===== src/rtl/apb_cfg_sequencer_pkg.sv =====
// Shared definitions for the APB config sequencer: FSM encodings and default widths.
// The optional ACCESS timeout is enabled by defining APB_CFG_TIMEOUT_EN.
package apb_cfg_sequencer_pkg;

  localparam int unsigned REG_ADDR_W             = 8;
  localparam int unsigned REG_DATA_W             = 32;
  localparam int unsigned DEFAULT_FIFO_DEPTH     = 4;
  localparam int unsigned DEFAULT_TIMEOUT_CYCLES = 16;

  typedef enum logic [1:0] {
    ST_IDLE   = 2'b00,
    ST_SETUP  = 2'b01,
    ST_ACCESS = 2'b10,
    ST_TURN   = 2'b11
  } apb_state_e;

endpackage


===== src/rtl/apb_cfg_sequencer_if.sv =====
// Command/response stream and APB bus bundle for the config sequencer.
// master = sequencer side, slave = host/config-slave side.
interface apb_cfg_sequencer_if #(
  parameter int unsigned ADDR_W = apb_cfg_sequencer_pkg::REG_ADDR_W,
  parameter int unsigned DATA_W = apb_cfg_sequencer_pkg::REG_DATA_W
) ();

  logic              cmd_valid;
  logic              cmd_ready;
  logic              cmd_write;
  logic [ADDR_W-1:0] cmd_addr;
  logic [DATA_W-1:0] cmd_wdata;

  logic              rsp_valid;
  logic              rsp_ready;
  logic              rsp_write;
  logic [DATA_W-1:0] rsp_rdata;
  logic              rsp_err;

  logic [ADDR_W-1:0] PADDR;
  logic              PWRITE;
  logic              PSEL;
  logic              PENABLE;
  logic [DATA_W-1:0] PWDATA;
  logic [DATA_W-1:0] PRDATA;
  logic              PREADY;

  modport master (
    input  cmd_valid, cmd_write, cmd_addr, cmd_wdata, rsp_ready, PRDATA, PREADY,
    output cmd_ready, rsp_valid, rsp_write, rsp_rdata, rsp_err,
           PADDR, PWRITE, PSEL, PENABLE, PWDATA
  );

  modport slave (
    output cmd_valid, cmd_write, cmd_addr, cmd_wdata, rsp_ready, PRDATA, PREADY,
    input  cmd_ready, rsp_valid, rsp_write, rsp_rdata, rsp_err,
           PADDR, PWRITE, PSEL, PENABLE, PWDATA
  );

endinterface


===== src/rtl/apb_cfg_sequencer_cmd_fifo.sv =====
// Synchronous command FIFO with registered full/empty flags.
// Pointers carry one extra bit so full and empty are distinguishable on wrap.
module apb_cfg_cmd_fifo #(
  parameter int unsigned WIDTH = 41,
  parameter int unsigned DEPTH = 4
) (
  input  logic             clk,
  input  logic             reset,
  input  logic             i_push,
  input  logic [WIDTH-1:0] i_wdata,
  input  logic             i_pop,
  output logic [WIDTH-1:0] o_rdata,
  output logic             o_full,
  output logic             o_empty,
  output logic             o_empty_nxt_c
);

  localparam int unsigned AW = $clog2(DEPTH);
  localparam int unsigned PW = AW + 1;

  logic [WIDTH-1:0] r_mem [DEPTH];
  logic [PW-1:0]    r_wptr;
  logic [PW-1:0]    r_rptr;
  logic             r_full;
  logic             r_empty;
  logic [PW-1:0]    w_wptr_nxt;
  logic [PW-1:0]    w_rptr_nxt;
  logic             w_push;
  logic             w_pop;
  logic             w_full_nxt;
  logic             w_empty_nxt;

  // A push into a full FIFO is legal only when the head leaves in the same cycle
  assign w_push      = i_push && (!r_full || i_pop);
  assign w_pop       = i_pop && !r_empty;
  assign w_wptr_nxt  = r_wptr + PW'(w_push);
  assign w_rptr_nxt  = r_rptr + PW'(w_pop);
  assign w_empty_nxt = (w_wptr_nxt == w_rptr_nxt);
  assign w_full_nxt  = (w_wptr_nxt[AW] != w_rptr_nxt[AW]) &&
                       (w_wptr_nxt[AW-1:0] == w_rptr_nxt[AW-1:0]);

  always_ff @(posedge clk) begin
    if (reset) begin
      r_wptr  <= '0;
      r_rptr  <= '0;
      r_full  <= 1'b0;
      r_empty <= 1'b1;
    end else begin
      r_wptr  <= w_wptr_nxt;
      r_rptr  <= w_rptr_nxt;
      r_full  <= w_full_nxt;
      r_empty <= w_empty_nxt;
    end
  end

  always_ff @(posedge clk) begin
    if (w_push) begin
      r_mem[r_wptr[AW-1:0]] <= i_wdata;
    end
  end

  assign o_rdata       = r_mem[r_rptr[AW-1:0]];
  assign o_full        = r_full;
  assign o_empty       = r_empty;
  assign o_empty_nxt_c = w_empty_nxt;

endmodule


===== src/rtl/apb_cfg_sequencer.sv =====
// APB master that drains a command FIFO into the TPU config slave, one response per command.
// Define APB_CFG_TIMEOUT_EN to bound ACCESS at TIMEOUT_CYCLES and flag rsp_err on expiry.
module apb_cfg_sequencer
  import apb_cfg_sequencer_pkg::*;
#(
  parameter int unsigned ADDR_W         = REG_ADDR_W,
  parameter int unsigned DATA_W         = REG_DATA_W,
  parameter int unsigned FIFO_DEPTH     = DEFAULT_FIFO_DEPTH,
  parameter int unsigned TIMEOUT_CYCLES = DEFAULT_TIMEOUT_CYCLES
) (
  input  logic                PCLK,
  input  logic                reset,
  apb_cfg_sequencer_if.master bus,
  output logic                busy
);

  localparam int unsigned ENTRY_W = 1 + ADDR_W + DATA_W;

  logic [ENTRY_W-1:0] w_fifo_wdata;
  logic [ENTRY_W-1:0] w_fifo_rdata;
  logic               w_fifo_full;
  logic               w_fifo_empty;
  logic               w_fifo_empty_nxt;
  logic               w_push;
  logic               w_pop;
  logic               w_head_write;
  logic [ADDR_W-1:0]  w_head_addr;
  logic [DATA_W-1:0]  w_head_wdata;

  apb_state_e         r_state;
  apb_state_e         w_state_nxt;
  logic               r_psel,      w_psel_nxt;
  logic               r_penable,   w_penable_nxt;
  logic               r_pwrite,    w_pwrite_nxt;
  logic [ADDR_W-1:0]  r_paddr,     w_paddr_nxt;
  logic [DATA_W-1:0]  r_pwdata,    w_pwdata_nxt;
  logic               r_rsp_valid, w_rsp_valid_nxt;
  logic               r_rsp_write, w_rsp_write_nxt;
  logic [DATA_W-1:0]  r_rsp_rdata, w_rsp_rdata_nxt;
  logic               r_busy,      w_busy_nxt;

`ifdef APB_CFG_TIMEOUT_EN
  localparam int unsigned TW = $clog2(TIMEOUT_CYCLES + 1);
  logic [TW-1:0] r_tmo_cnt, w_tmo_cnt_nxt;
  logic          r_rsp_err, w_rsp_err_nxt;
  logic          w_tmo_hit;
  assign w_tmo_hit = (r_tmo_cnt == TW'(TIMEOUT_CYCLES - 1));
`else
  logic [31:0] w_unused_tmo;
  assign w_unused_tmo = 32'(TIMEOUT_CYCLES);
`endif

  assign w_push       = bus.cmd_valid && !w_fifo_full;
  assign w_fifo_wdata = {bus.cmd_write, bus.cmd_addr, bus.cmd_wdata};
  assign {w_head_write, w_head_addr, w_head_wdata} = w_fifo_rdata;

  apb_cfg_cmd_fifo #(
    .WIDTH (ENTRY_W),
    .DEPTH (FIFO_DEPTH)
  ) u_cmd_fifo (
    .clk           (PCLK),
    .reset         (reset),
    .i_push        (w_push),
    .i_wdata       (w_fifo_wdata),
    .i_pop         (w_pop),
    .o_rdata       (w_fifo_rdata),
    .o_full        (w_fifo_full),
    .o_empty       (w_fifo_empty),
    .o_empty_nxt_c (w_fifo_empty_nxt)
  );

  // Next-state and next-output logic; all bus outputs are registered below
  always_comb begin
    w_state_nxt     = r_state;
    w_pop           = 1'b0;
    w_psel_nxt      = 1'b0;
    w_penable_nxt   = 1'b0;
    w_pwrite_nxt    = r_pwrite;
    w_paddr_nxt     = r_paddr;
    w_pwdata_nxt    = r_pwdata;
    w_rsp_valid_nxt = r_rsp_valid && !bus.rsp_ready;
    w_rsp_write_nxt = r_rsp_write;
    w_rsp_rdata_nxt = r_rsp_rdata;
`ifdef APB_CFG_TIMEOUT_EN
    w_rsp_err_nxt   = r_rsp_err;
    w_tmo_cnt_nxt   = r_tmo_cnt;
`endif
    case (r_state)
      ST_IDLE: begin
        if (!w_fifo_empty && !r_rsp_valid) begin
          w_pop        = 1'b1;
          w_state_nxt  = ST_SETUP;
          w_psel_nxt   = 1'b1;
          w_pwrite_nxt = w_head_write;
          w_paddr_nxt  = w_head_addr;
          w_pwdata_nxt = w_head_wdata;
`ifdef APB_CFG_TIMEOUT_EN
          w_tmo_cnt_nxt = '0;
`endif
        end
      end
      ST_SETUP: begin
        w_state_nxt   = ST_ACCESS;
        w_psel_nxt    = 1'b1;
        w_penable_nxt = 1'b1;
      end
      ST_ACCESS: begin
        w_psel_nxt    = 1'b1;
        w_penable_nxt = 1'b1;
        if (bus.PREADY) begin
          w_state_nxt     = ST_TURN;
          w_psel_nxt      = 1'b0;
          w_penable_nxt   = 1'b0;
          w_rsp_valid_nxt = 1'b1;
          w_rsp_write_nxt = r_pwrite;
          w_rsp_rdata_nxt = r_pwrite ? '0 : bus.PRDATA;
`ifdef APB_CFG_TIMEOUT_EN
          w_rsp_err_nxt   = 1'b0;
        end else if (w_tmo_hit) begin
          w_state_nxt     = ST_TURN;
          w_psel_nxt      = 1'b0;
          w_penable_nxt   = 1'b0;
          w_rsp_valid_nxt = 1'b1;
          w_rsp_write_nxt = r_pwrite;
          w_rsp_rdata_nxt = '0;
          w_rsp_err_nxt   = 1'b1;
        end else begin
          w_tmo_cnt_nxt   = r_tmo_cnt + TW'(1);
`endif
        end
      end
      ST_TURN: begin
        w_state_nxt = ST_IDLE;
      end
      default: begin
        w_state_nxt = ST_IDLE;
      end
    endcase
  end

  assign w_busy_nxt = !w_fifo_empty_nxt || (w_state_nxt != ST_IDLE);

  always_ff @(posedge PCLK) begin
    if (reset) begin
      r_state     <= ST_IDLE;
      r_psel      <= 1'b0;
      r_penable   <= 1'b0;
      r_pwrite    <= 1'b0;
      r_paddr     <= '0;
      r_pwdata    <= '0;
      r_rsp_valid <= 1'b0;
      r_rsp_write <= 1'b0;
      r_rsp_rdata <= '0;
      r_busy      <= 1'b0;
    end else begin
      r_state     <= w_state_nxt;
      r_psel      <= w_psel_nxt;
      r_penable   <= w_penable_nxt;
      r_pwrite    <= w_pwrite_nxt;
      r_paddr     <= w_paddr_nxt;
      r_pwdata    <= w_pwdata_nxt;
      r_rsp_valid <= w_rsp_valid_nxt;
      r_rsp_write <= w_rsp_write_nxt;
      r_rsp_rdata <= w_rsp_rdata_nxt;
      r_busy      <= w_busy_nxt;
    end
  end

`ifdef APB_CFG_TIMEOUT_EN
  always_ff @(posedge PCLK) begin
    if (reset) begin
      r_tmo_cnt <= '0;
      r_rsp_err <= 1'b0;
    end else begin
      r_tmo_cnt <= w_tmo_cnt_nxt;
      r_rsp_err <= w_rsp_err_nxt;
    end
  end
  assign bus.rsp_err = r_rsp_err;
`else
  assign bus.rsp_err = 1'b0;
`endif

  assign bus.cmd_ready = !w_fifo_full;
  assign bus.rsp_valid = r_rsp_valid;
  assign bus.rsp_write = r_rsp_write;
  assign bus.rsp_rdata = r_rsp_rdata;
  assign bus.PSEL      = r_psel;
  assign bus.PENABLE   = r_penable;
  assign bus.PWRITE    = r_pwrite;
  assign bus.PADDR     = r_paddr;
  assign bus.PWDATA    = r_pwdata;
  assign busy          = r_busy;

endmodule


===== src/flat_wrapper.sv =====
// flat-port wrapper written by rule: the top's interface ports become plain ports
module apb_cfg_sequencer_flat import apb_cfg_sequencer_pkg::*;
#(
  parameter int unsigned ADDR_W         = REG_ADDR_W,
  parameter int unsigned DATA_W         = REG_DATA_W,
  parameter int unsigned FIFO_DEPTH     = DEFAULT_FIFO_DEPTH,
  parameter int unsigned TIMEOUT_CYCLES = DEFAULT_TIMEOUT_CYCLES
)
  (PCLK, reset, busy, bus_cmd_valid, bus_cmd_write, bus_cmd_addr, bus_cmd_wdata, bus_rsp_ready, bus_PRDATA, bus_PREADY, bus_cmd_ready, bus_rsp_valid, bus_rsp_write, bus_rsp_rdata, bus_rsp_err, bus_PADDR, bus_PWRITE, bus_PSEL, bus_PENABLE, bus_PWDATA);
  apb_cfg_sequencer_if #(.ADDR_W(ADDR_W), .DATA_W(DATA_W)) bus_i ();
  input  logic PCLK;
  input  logic reset;
  output logic busy;
  input wire logic [$bits(bus_i.cmd_valid)-1:0] bus_cmd_valid;
  input wire logic [$bits(bus_i.cmd_write)-1:0] bus_cmd_write;
  input wire logic [$bits(bus_i.cmd_addr)-1:0] bus_cmd_addr;
  input wire logic [$bits(bus_i.cmd_wdata)-1:0] bus_cmd_wdata;
  input wire logic [$bits(bus_i.rsp_ready)-1:0] bus_rsp_ready;
  input wire logic [$bits(bus_i.PRDATA)-1:0] bus_PRDATA;
  input wire logic [$bits(bus_i.PREADY)-1:0] bus_PREADY;
  output wire logic [$bits(bus_i.cmd_ready)-1:0] bus_cmd_ready;
  output wire logic [$bits(bus_i.rsp_valid)-1:0] bus_rsp_valid;
  output wire logic [$bits(bus_i.rsp_write)-1:0] bus_rsp_write;
  output wire logic [$bits(bus_i.rsp_rdata)-1:0] bus_rsp_rdata;
  output wire logic [$bits(bus_i.rsp_err)-1:0] bus_rsp_err;
  output wire logic [$bits(bus_i.PADDR)-1:0] bus_PADDR;
  output wire logic [$bits(bus_i.PWRITE)-1:0] bus_PWRITE;
  output wire logic [$bits(bus_i.PSEL)-1:0] bus_PSEL;
  output wire logic [$bits(bus_i.PENABLE)-1:0] bus_PENABLE;
  output wire logic [$bits(bus_i.PWDATA)-1:0] bus_PWDATA;
  assign bus_i.cmd_valid = bus_cmd_valid;
  assign bus_i.cmd_write = bus_cmd_write;
  assign bus_i.cmd_addr = bus_cmd_addr;
  assign bus_i.cmd_wdata = bus_cmd_wdata;
  assign bus_i.rsp_ready = bus_rsp_ready;
  assign bus_i.PRDATA = bus_PRDATA;
  assign bus_i.PREADY = bus_PREADY;
  assign bus_cmd_ready = bus_i.cmd_ready;
  assign bus_rsp_valid = bus_i.rsp_valid;
  assign bus_rsp_write = bus_i.rsp_write;
  assign bus_rsp_rdata = bus_i.rsp_rdata;
  assign bus_rsp_err = bus_i.rsp_err;
  assign bus_PADDR = bus_i.PADDR;
  assign bus_PWRITE = bus_i.PWRITE;
  assign bus_PSEL = bus_i.PSEL;
  assign bus_PENABLE = bus_i.PENABLE;
  assign bus_PWDATA = bus_i.PWDATA;
  apb_cfg_sequencer #(.ADDR_W(ADDR_W), .DATA_W(DATA_W), .FIFO_DEPTH(FIFO_DEPTH), .TIMEOUT_CYCLES(TIMEOUT_CYCLES)) u_core (.PCLK(PCLK), .reset(reset), .bus(bus_i), .busy(busy));
endmodule

===== config.mk =====
export PLATFORM = sky130hd
export DESIGN_NAME = apb_cfg_sequencer_flat
export DESIGN_NICKNAME = d
export VERILOG_FILES = /design/src/rtl/apb_cfg_sequencer_pkg.sv /design/src/rtl/apb_cfg_sequencer_if.sv /design/src/rtl/apb_cfg_sequencer_cmd_fifo.sv /design/src/rtl/apb_cfg_sequencer.sv /design/src/flat_wrapper.sv
export SDC_FILE = /design/constraint.sdc
export NUM_CORES = 1
export LEC_CHECK = 0
export CAP_MARGIN = 25
export CORE_MARGIN = 2
export CORE_UTILIZATION = 50
export DETAILED_ROUTE_END_ITERATION = 8
export PLACE_DENSITY_LB_ADDON = 0.08
export SYNTH_ARGS = -nofsm -noshare
export SYNTH_HDL_FRONTEND = slang
export SYNTH_SLANG_ARGS = --single-unit

===== constraint.sdc =====
create_clock -name PCLK -period 8.9 [get_ports PCLK]
set_input_delay 0.89 -clock PCLK [delete_from_list [all_inputs] [get_ports PCLK]]
set_output_delay 0.89 -clock PCLK [all_outputs]
set_load 0.02 [all_outputs]

==> results of run 1 <==
-- final cells by class --
cell class	count	area (µm²)	area share, %
Inverter	6	35.0	0.294
Clock inverter	10	133	1.11
Clock buffer	38	744	6.26
Multi-Input combinational cell	306	2360	19.8
Sequential cell	252	6690	56.2
Tap cell	229	287	2.41
Timing Repair Buffer	165	1650	13.8
-- sequential cells by signal (all words and copies together) (netlist names) --
register and cells:
u_core.u_cmd_fifo.r_mem 164, u_core.bus.PWDATA 32, u_core.bus.rsp_rdata 32, u_core.bus.PADDR 8
u_core.u_cmd_fifo.r_rptr 3, u_core.u_cmd_fifo.r_wptr 3, u_core.r_state 2, u_core.bus.PENABLE 1
u_core.bus.PSEL 1, u_core.bus.PWRITE 1, u_core.bus.rsp_valid 1, u_core.bus.rsp_write 1
u_core.busy 1, u_core.u_cmd_fifo.o_empty 1, u_core.u_cmd_fifo.o_full 1
-- worst max-delay path by stage --
| stage | endpoint | cells past startpoint |
|---|---|---|
| 2_1_floorplan | u_core.u_cmd_fifo.r_mem[0][0] | 2 |
| 3_3_place_gp | u_core.u_cmd_fifo.r_mem[3][20] | 4 |
| 3_5_place_dp | u_core.u_cmd_fifo.r_mem[3][12] | 4 |
| 4_1_cts | bus_PWRITE | 1 |
| 5_1_grt | bus_PWRITE | 1 |
| 6_report | bus_PWRITE | 1 |
-- placed cells by master, fill, tap and decap left out, drive strengths merged --
cell type / n
edfxtp: 164
clkdlybuf4s50: 155
nand2: 117
dfxtp: 88
a21oi: 76
mux4: 41
clkbuf: 38
nand4b: 32
buf: 10
ha: 9
nor2b: 6
nor2: 6
inv: 5
clkinv: 5
xnor2: 3
bufinv: 3
clkinvlp: 3
xor2: 2
nor3b: 2
or3b: 1
and3b: 1
and3: 1
o32ai: 1
nor4: 1
a21o: 1
a41oi: 1
nand3: 1
nand2b: 1
nor3: 1
a211oi: 1
conb: 1
-- tightest hold or removal path, stage by stage, from the launching register on --
cell	delay [ns]
dfxtp_1	0.31
nand2_1	0.05
a21oi_1	0.05
-- through the flow --
stage	utilization [%]	hold slack (ns)	setup slack [ns]
after global routing	65.6	0.462	5.64
after global placement	60.5	0.437	5.86
after CTS	65.6	0.451	5.75
final	65.6	0.450	5.79
after floorplan	-	0.489	4.22
after detailed placement	60.7	0.443	5.83
-- layer usage --
metal / part of all wire (%) / up-vias / global-route usage (%)
li1: - / 2561 / -
met1: 43 / 2676 / 24.5
met2: 49 / 160 / 32.0
met3: 6.2 / 25 / 4.11
met4: 1.5 / 2 / 5.26
met5: 0.085 / - / 0
-- where the power goes --
group          switching [mW]  total (mW)  leakage, nW  internal (mW)
Sequential              0.113        1.49         2.22           1.38
Clock                   0.423        1.09        0.423          0.667
Combinational           0.393       0.768         1.24          0.375
Total                   0.928        3.35         3.89           2.42
-- synth_stat cells, types with 2 or more instances --
| cell | count |
|---|---|
| a21oi_1 | 75 |
| buf_1 | 2 |
| buf_2 | 11 |
| buf_4 | 2 |
| buf_6 | 6 |
| buf_8 | 4 |
| clkbuf_1 | 19 |
| dfxtp_1 | 88 |
| edfxtp_1 | 164 |
| ha_1 | 9 |
| inv_1 | 5 |
| mux4_2 | 41 |
| nand2_1 | 117 |
| nand4b_1 | 32 |
| nor2_1 | 6 |
| nor2b_1 | 6 |
| nor3b_1 | 2 |
| xnor2_1 | 3 |
| xor2_1 | 2 |
-- cells by family (layout without fill, tap and decap cells) --
| family | count (synthesis) | after routing | share of synthesized area [%] |
|---|---|---|---|
| other | 1 | 1 | 0.0401 |
| adders and majority gates | 9 | 9 | 1.21 |
| and+or+nand+nor | 170 | 170 | 9.00 |
| xor gates and xnor gates | 5 | 5 | 0.469 |
| AOI/OAI and AO/OA | 80 | 80 | 4.51 |
| muxes | 41 | 41 | 9.88 |
| buffers and inverters | 50 | 219 | 3.33 |
| DFF | 252 | 252 | 71.6 |
==> run metrics, run 1 <==
status completed; Critical Path Sink Type primary output; cells along the critical path clkdlybuf4s50_1; WL final 18.8 mm; Buf+Inv Stages, Crit Path 1; iteration count of the initial detailed-routing pass 4; total of max-cap violations 0; Post-Syn Area 9340 µm²; Critical Path AT 2.22 ns; skew final 0.00671 ns; Min-Delay Startpoint u_core.bus.rsp_rdata[22]; Num CTS Buffers 26; Worst R2R End u_core.busy; Async SR Flop Fraction 0%; GRT overflow 0; EDFF count, synth 164; count of hold-fix buffers inserted at cts 0; gr usage total 18.7%; FF-to-FF setup slack 5.96 ns; Die Y 141 µm; initial antenna violation count 1; synthesized net count 695; fin crit share 34.9%; Post-DP HPWL 11.3 mm; Post-DP Area 11000 µm²; Worst Tran Pin Value 0.945 ns; CP max stage cell dfxtp_1; global-route wire length before repair 29.1 mm; share of the yosys chip area belonging to registers 71.6%; most common flop cell mapped by yosys edfxtp_1; H-tree depth 1; unrepaired setup endpoints after global routing false; final setup violation count 0; clock-pin slew on the worst setup and hold paths 0.06 ns; RR Startpoint u_core.r_state[0]; hold path depth 2; Worst setup SP type flop; WL per Instance 18.7 µm; core area 18100 µm²; main area contributors after synthesis edfxtp_1 53%, dfxtp_1 19%, mux4_2 9.9%; post-CTS setup buffer count 0; Synth Area per Inst 15.4 µm²; Worst path top cell family by delay flip-flops; post-CTS sizing 0; Inserted Diodes 0; P per Cell Area 281 nW/µm²; worst reg2reg path depth 10; largest net degree at the start of global routing 89; Pins Over Slew Limit 0; Longest Clk Path Bufs 3; Rel. slew slack 36.9%; FF+latch count, synth 252; Max Clk Rate 0.322 GHz; Finished Layout Cells 1006; library cells used by synthesis 33; Period minus WS final 3.11 ns; Crit Path Class reg2out; Final nets 844; Worst Setup SP u_core.bus.PWRITE; PortBufs 156; fraction of layout cells with a size suffix above 1 13.1%; WP data required 8.01 ns; Gate Count Post-Synth 608; Setup TNS Final 0 ns; HP Class reg2reg; root buffer cell clkbuf_16; clock sinks 252; vias in the first global route 5539; Leak 3.89 nW; violation count after the first detailed-route iteration 258; ANT nets after route 0; total power 3.35 mW; placed insts 958; post-synth top area cell edfxtp_1; global placer's final weighted congestion 0.735; die area 19800 µm²; Worst-Skew Late Latency 0.52 ns; CTS tree yes; Final Cell Area 11900 µm²; Rows 49; Hold Fails Final Rpt 0; Peak VDD IR 0.199 mV; P&R area growth vs syn 27.3%; Synth top area share 52.7%; CP peak stage delay 0.94 ns; hold path endpoint u_core.bus.rsp_rdata[22]; # IOs 158; Chip Width 141 µm; Fill cells 1331; drt drc 0; Ys Warns 0; Vias per Instance 5.39; Starting Density 51.5%; Crit Path Max Fanout 35; via count 5424
Note: power is estimated with default switching activity, not from simulation.
==> run 2: changes to the inputs <==
--- a/config.mk
+++ b/config.mk
@@ -7,7 +7,7 @@
 export LEC_CHECK = 0
 export CAP_MARGIN = 25
 export CORE_MARGIN = 2
-export CORE_UTILIZATION = 50
+export CORE_UTILIZATION = 48
 export DETAILED_ROUTE_END_ITERATION = 8
 export PLACE_DENSITY_LB_ADDON = 0.08
 export SYNTH_ARGS = -nofsm -noshare
==> constraint.sdc (replaced) <==
create_clock -name PCLK -period 2.7 [get_ports PCLK]
set_input_delay 0.27 -clock PCLK [delete_from_list [all_inputs] [get_ports PCLK]]
set_output_delay 0.27 -clock PCLK [all_outputs]
set_load 0.02 [all_outputs]
==> run 2 against run 1 <==
Net effect:
- non-clock buffer count up 10
- largest power group unchanged
- critical path depth up 8
- flip-flop and latch count is the same
- final cell count is 4.6% higher
- clock skew increased by 0.0032 ns
- critical path type is now reg2reg
- combinational power increased to 3.5 times the previous value
- sequential power increased to 3.2 times the previous value
- power grew to 3.3 times the previous value
- global-route usage down 0.23 points
==> run metrics, run 2 (synthesis results as in run 1) <==
H-tree depth 1 (unchanged); status completed; Leak 3.95 nW (+1.6%); fin util 62.5% (-3.0 points); PnR worst setup slack 0.490 ns (-5.30 ns); Worst-Skew Late Latency 0.51 ns (about the same); Final nets 854 (+1.2%); clock sinks 252 (unchanged); GRT overflow 0 (unchanged); Max Clk Rate 0.453 GHz; WP data required 3.04 ns (-4.97 ns); P per Cell Area 911 nW/µm² (+220%); Longest Clk Path Bufs 3 (unchanged); most frequent cells in the layout 164 x edfxtp_1, 155 x clkdlybuf4s50_1, 117 x nand2_1, 86 x dfxtp_1, 75 x a21oi_1; Starting Density 48.5% (-3.0 points); ANT nets after route 0 (unchanged); Setup TNS Final 0 ns (unchanged); CP peak stage delay 0.53 ns (-0.41 ns); Rows 51 (+4.1%); WL final 19.2 mm (+2.1%); PortBufs 156 (unchanged); skew final 0.00987 ns (+0.00316 ns); Chip Width 144 µm (+2.0%); final setup violation count 0 (unchanged); Top cell by count, worst path ha_1; iteration count of the initial detailed-routing pass 4 (unchanged); clock-pin slew on the worst setup and hold paths 0.06 ns (about the same); WHS 0.356 ns (-0.0943 ns); fin crit share 81.8%; Crit Path Max Fanout 4 (-89%); Worst Setup Slack post-DPL 0.510 ns (-5.32 ns); Vias per Instance 5.23 (-3.0%); Pins Over Slew Limit 0 (unchanged); via count 5503 (+1.5%); global-route wire length before repair 29.8 mm (+2.2%); Die Y 144 µm (+2.0%); Worst Tran Pin Value 0.977 ns (+0.0322 ns); hold path depth 3 (+1); violation count after the first detailed-route iteration 313 (+21%); vias in the first global route 5710 (+3.1%); core area 19300 µm² (+6.2%); root buffer cell clkbuf_16; CTS tree yes; Worst setup SP type flop; WL per Instance 18.2 µm (-2.3%); Rel. slew slack 34.8% (-2.1 points); post-CTS sizing 0 (unchanged); Inserted Diodes 0 (unchanged); Critical Path AT 2.55 ns (+0.33 ns); post-CTS setup buffer count 0 (unchanged); largest net degree at the start of global routing 89 (unchanged); Num CTS Buffers 26 (unchanged); Critical Path Sink Type flop; P&R area growth vs syn 28.9%; worst reg2reg path depth 9 (-1); Crit Path Class reg2reg; initial antenna violation count 0 (-1); HP Class in2reg; CP max stage cell or3b_2; Hold Fails Final Rpt 0 (unchanged); max FFs per register 164 (unchanged); gr usage total 18.5% (-0.23 points); cells along the critical path inv_1, ha_1, or3b_2, clkinv_8, ha_1, ha_1, xor2_1, nor2_1, a41oi_1; Peak VDD IR 0.649 mV (+230%); Period minus WS final 2.21 ns; count of hold-fix buffers inserted at cts 0 (unchanged); most common cell after layout, fill and taps aside edfxtp_1; Post-DP HPWL 11.8 mm (+4.6%); unrepaired setup endpoints after global routing false; total of max-cap violations 0 (unchanged); die area 20600 µm² (+4.0%); # IOs 158 (unchanged); global placer's final weighted congestion 0.745 (+1.3%); fraction of layout cells with a size suffix above 1 14.0% (+0.85 points); drt drc 0 (unchanged)
## run 2: changes by cell type in the layout (fill, tap and decap cells not counted), moves of 2 or more
cell | previous run | this run
clkbuf_1 | 7 | 5
buf_12 | 1 | 6
clkinv_2 | 4 | 7
clkbuf_4 | 2 | 0
clkinvlp_4 | 3 | 0
clkinv_1 | 0 | 4
buf_4 | 8 | 14
## run 2: path summary, 6_finish.rpt
path / from / end / slack, ns
setup reg to reg: u_core.r_state[0] / u_core.busy / 0.49
hold reg to reg: u_core.bus.rsp_rdata[7] / u_core.bus.rsp_rdata[7] / 0.45
hold / removal: bus_PRDATA[5] / u_core.bus.rsp_rdata[5] / 0.36
setup / recovery: u_core.r_state[0] / u_core.busy / 0.49
## run 2: area by class of cell
| cell class | count | area [µm²] |
|---|---|---|
| flip-flops and latches | 252 | 6690 |
| clock buffers | 35 | 736 |
| well taps | 265 | 332 |
| fillers | 1469 | 7220 |
| clock inverters | 13 | 110 |
| repair buffers | 175 | 1780 |
| multi-input cells | 306 | 2370 |
| inverters | 6 | 35.0 |
## run 2: critical path: cells and delay by family, from the launching register on
kind	cells	cell delay, ns
buffers and inverters	2	0.19
and+or+nand+nor	2	0.68
AOI/OAI and AO/OA	1	0.12
adders and majority gates	3	0.55
xor gates and xnor gates	1	0.16
DFF	1	0.34
## run 2: where the power goes
group          internal, mW  total (mW)  switching [mW]
clock                  2.09        3.46            1.37
sequential             4.54        4.82           0.280
combinational          1.29        2.71            1.42
total                  7.92        11.0            3.06
## run 2: layer usage
layer  part of all wire (%)  vias to the layer above  track usage, %
li1                       -                     2578               -
met1                     42                     2744            23.7
met2                     51                      160            32.9
met3                    5.8                       21            3.43
met4                    1.2                        0            4.33
met5                      0                        -               0
## run 2: per-stage QoR
stage                     cells  power (mW)  area, µm²
after floorplan             608        6.68       9350
after global placement     1004        7.59      11200
after detailed placement   1004        7.65      11200
after CTS                  1052        11.1      12000
after global routing       1052        11.5      12000
final                      1052        11.0      12000
==> run 3: changes to the inputs <==
--- a/config.mk
+++ b/config.mk
@@ -7,7 +7,7 @@
 export LEC_CHECK = 0
 export CAP_MARGIN = 25
 export CORE_MARGIN = 2
-export CORE_UTILIZATION = 48
+export CORE_UTILIZATION = 50
 export DETAILED_ROUTE_END_ITERATION = 8
 export PLACE_DENSITY_LB_ADDON = 0.08
 export SYNTH_ARGS = -nofsm -noshare
==> constraint.sdc (replaced) <==
create_clock -name PCLK -period 2.19 [get_ports PCLK]
set_input_delay 0.219 -clock PCLK [delete_from_list [all_inputs] [get_ports PCLK]]
set_output_delay 0.219 -clock PCLK [all_outputs]
set_load 0.02 [all_outputs]
==> run 3 against run 2 <==
Net effect:
- sequential share of layout area fell by 0.093 points
- final cell count fell by 3.0%
- largest cell class unchanged
- count of clock-buffer cells in the layout rose by 4
- critical path type unchanged
- clock power rose by 27%
- register-to-register slack got worse by 0.37 ns
==> run metrics, run 3 (synthesis results as in run 1) <==
unrepaired setup endpoints after global routing false; # IOs 158 (unchanged); GRT overflow 0 (unchanged); Setup TNS Final 0 ns (unchanged); violation count after the first detailed-route iteration 291 (-7.0%); fin crit share 94.3% (+13 points); PnR worst setup slack 0.124 ns (-0.366 ns); Buf+Inv Stages, Crit Path 2 (unchanged); Worst Tran Pin Value 0.560 ns (-0.417 ns); Hold Fails Final Rpt 0 (unchanged); CP max stage cell dfxtp_1; Top cell by count, worst path ha_1; global placer's final weighted congestion 0.764 (+2.5%); placed insts 970 (-3.4%); Fill cells 1295 (-12%); Final nets 857 (+0.35%); Num CTS Buffers 27 (+3.8%); cell count along the critical path 9 (unchanged); most common cell after layout, fill and taps aside edfxtp_1; WL final 19.3 mm (+0.83%); CP peak stage delay 0.36 ns (-0.17 ns); root buffer cell clkbuf_16; status completed; CTS tree yes; Worst-Skew Late Latency 0.53 ns (+0.02 ns); Finished Layout Cells 1020 (-3.0%); total power 13.7 mW (+25%); drt drc 0 (unchanged); Post-DP HPWL 11.4 mm (-3.5%); HP Class in2reg; core area 18100 µm² (-5.8%); hold path depth 2 (-1); Crit Path Class reg2reg; clock sinks 252 (unchanged); initial antenna violation count 0 (unchanged); Chip Width 141 µm (-2.0%); die area 19800 µm² (-3.9%); PortBufs 156 (unchanged); Max Clk Rate 0.484 GHz (+6.9%); Inserted Diodes 0 (unchanged); Vias per Instance 5.42 (+3.5%); clock-pin slew on the worst setup and hold paths 0.06 ns (about the same); Period minus WS final 2.07 ns (-0.144 ns); Peak VDD IR 0.623 mV (-4.0%); Longest Clk Path Bufs 3 (unchanged); cells along the critical path inv_1, ha_1, or3b_4, clkinv_8, ha_1, ha_1, xor2_2, nor2_2, a41oi_1; H-tree depth 1 (unchanged); largest net degree at the start of global routing 51 (-43%); vias in the first global route 5620 (-1.6%); Worst path top cell family by delay adder cells; max FFs per register 164 (unchanged); worst reg2reg path depth 9 (unchanged); Pins Over Slew Limit 0 (unchanged); WP data required 2.57 ns (-0.47 ns); P&R area growth vs syn 29.2%; Critical Path AT 2.45 ns (-0.10 ns); Die Y 141 µm (-2.0%); Worst Setup Slack post-DPL -0.0131 ns (-0.524 ns); Rel. slew slack 62.6% (+28 points); Rows 49 (-3.9%); total of max-cap violations 0 (unchanged); iteration count of the initial detailed-routing pass 4 (unchanged); P per Cell Area 1140 nW/µm² (+25%); gr usage total 19.4% (+0.93 points); global-route wire length before repair 30.4 mm (+2.2%); via count 5525 (+0.40%); Leak 3.98 nW (+0.70%); WL per Instance 19.0 µm (+4.0%); final setup violation count 0 (unchanged); Crit Path Max Fanout 3 (-1); ANT nets after route 0 (unchanged); count of hold-fix buffers inserted at cts 0 (unchanged); most frequent cells in the layout 164 x edfxtp_1, 155 x clkdlybuf4s50_1, 117 x nand2_1, 85 x dfxtp_1, 75 x a21oi_1; Critical Path Sink Type flop; Worst setup SP type flop; Starting Density 51.5% (+3.0 points); fraction of layout cells with a size suffix above 1 14.9% (+0.94 points); skew final 0.0119 ns (+0.00204 ns)
## run 3: area by class of cell
cell class              count  area (µm²)  share of cell area (%)
well taps                 229         287                    2.37
flip-flops and latches    252        6690                    55.4
multi-input cells         306        2390                    19.8
clock inverters            11         119                   0.985
repair buffers            177        1790                    14.8
inverters                   6        35.0                   0.290
clock buffers              39         751                    6.22
## run 3: metal layers
metal | share of wire (%) | up-vias | track usage, %
met3 | 6.5 | 22 | 3.60
met2 | 49 | 189 | 33.5
met4 | 1.2 | 0 | 4.11
met5 | 0 | - | 0
met1 | 43 | 2719 | 26.2
li1 | - | 2595 | -
## run 3: worst paths after layout
check / slack (ns) / from / endpoint
max: 0.12 / u_core.r_state[1] / u_core.busy
min: 0.15 / reset / u_core.r_state[1]
max reg2reg: 0.12 / u_core.r_state[1] / u_core.busy
min reg2reg: 0.45 / u_core.bus.rsp_rdata[13] / u_core.bus.rsp_rdata[13]
## run 3: timing repair
action                     in CTS  in global routing
setup buffers                   0                  0
pin swaps                       1                  0
gates resized for setup         2                  4
setup endpoints to repair       3                  3
## run 3: report_power, final
| group | internal [mW] | switching [mW] |
|---|---|---|
| Clock | 2.62 | 1.77 |
| Combinational | 1.63 | 1.85 |
| Sequential | 5.60 | 0.268 |
| Total | 9.85 | 3.89 |
## run 3: per-stage QoR
stage / util, % / hold WS (ns) / instance area [µm²]
after detailed placement: 61.6 / 0.442 / 11200
after global placement: 61.6 / 0.438 / 11200
after CTS: 66.4 / 0.145 / 12100
final: 66.5 / 0.150 / 12100
after floorplan: - / 0.318 / 9360
after global routing: 66.5 / 0.181 / 12100
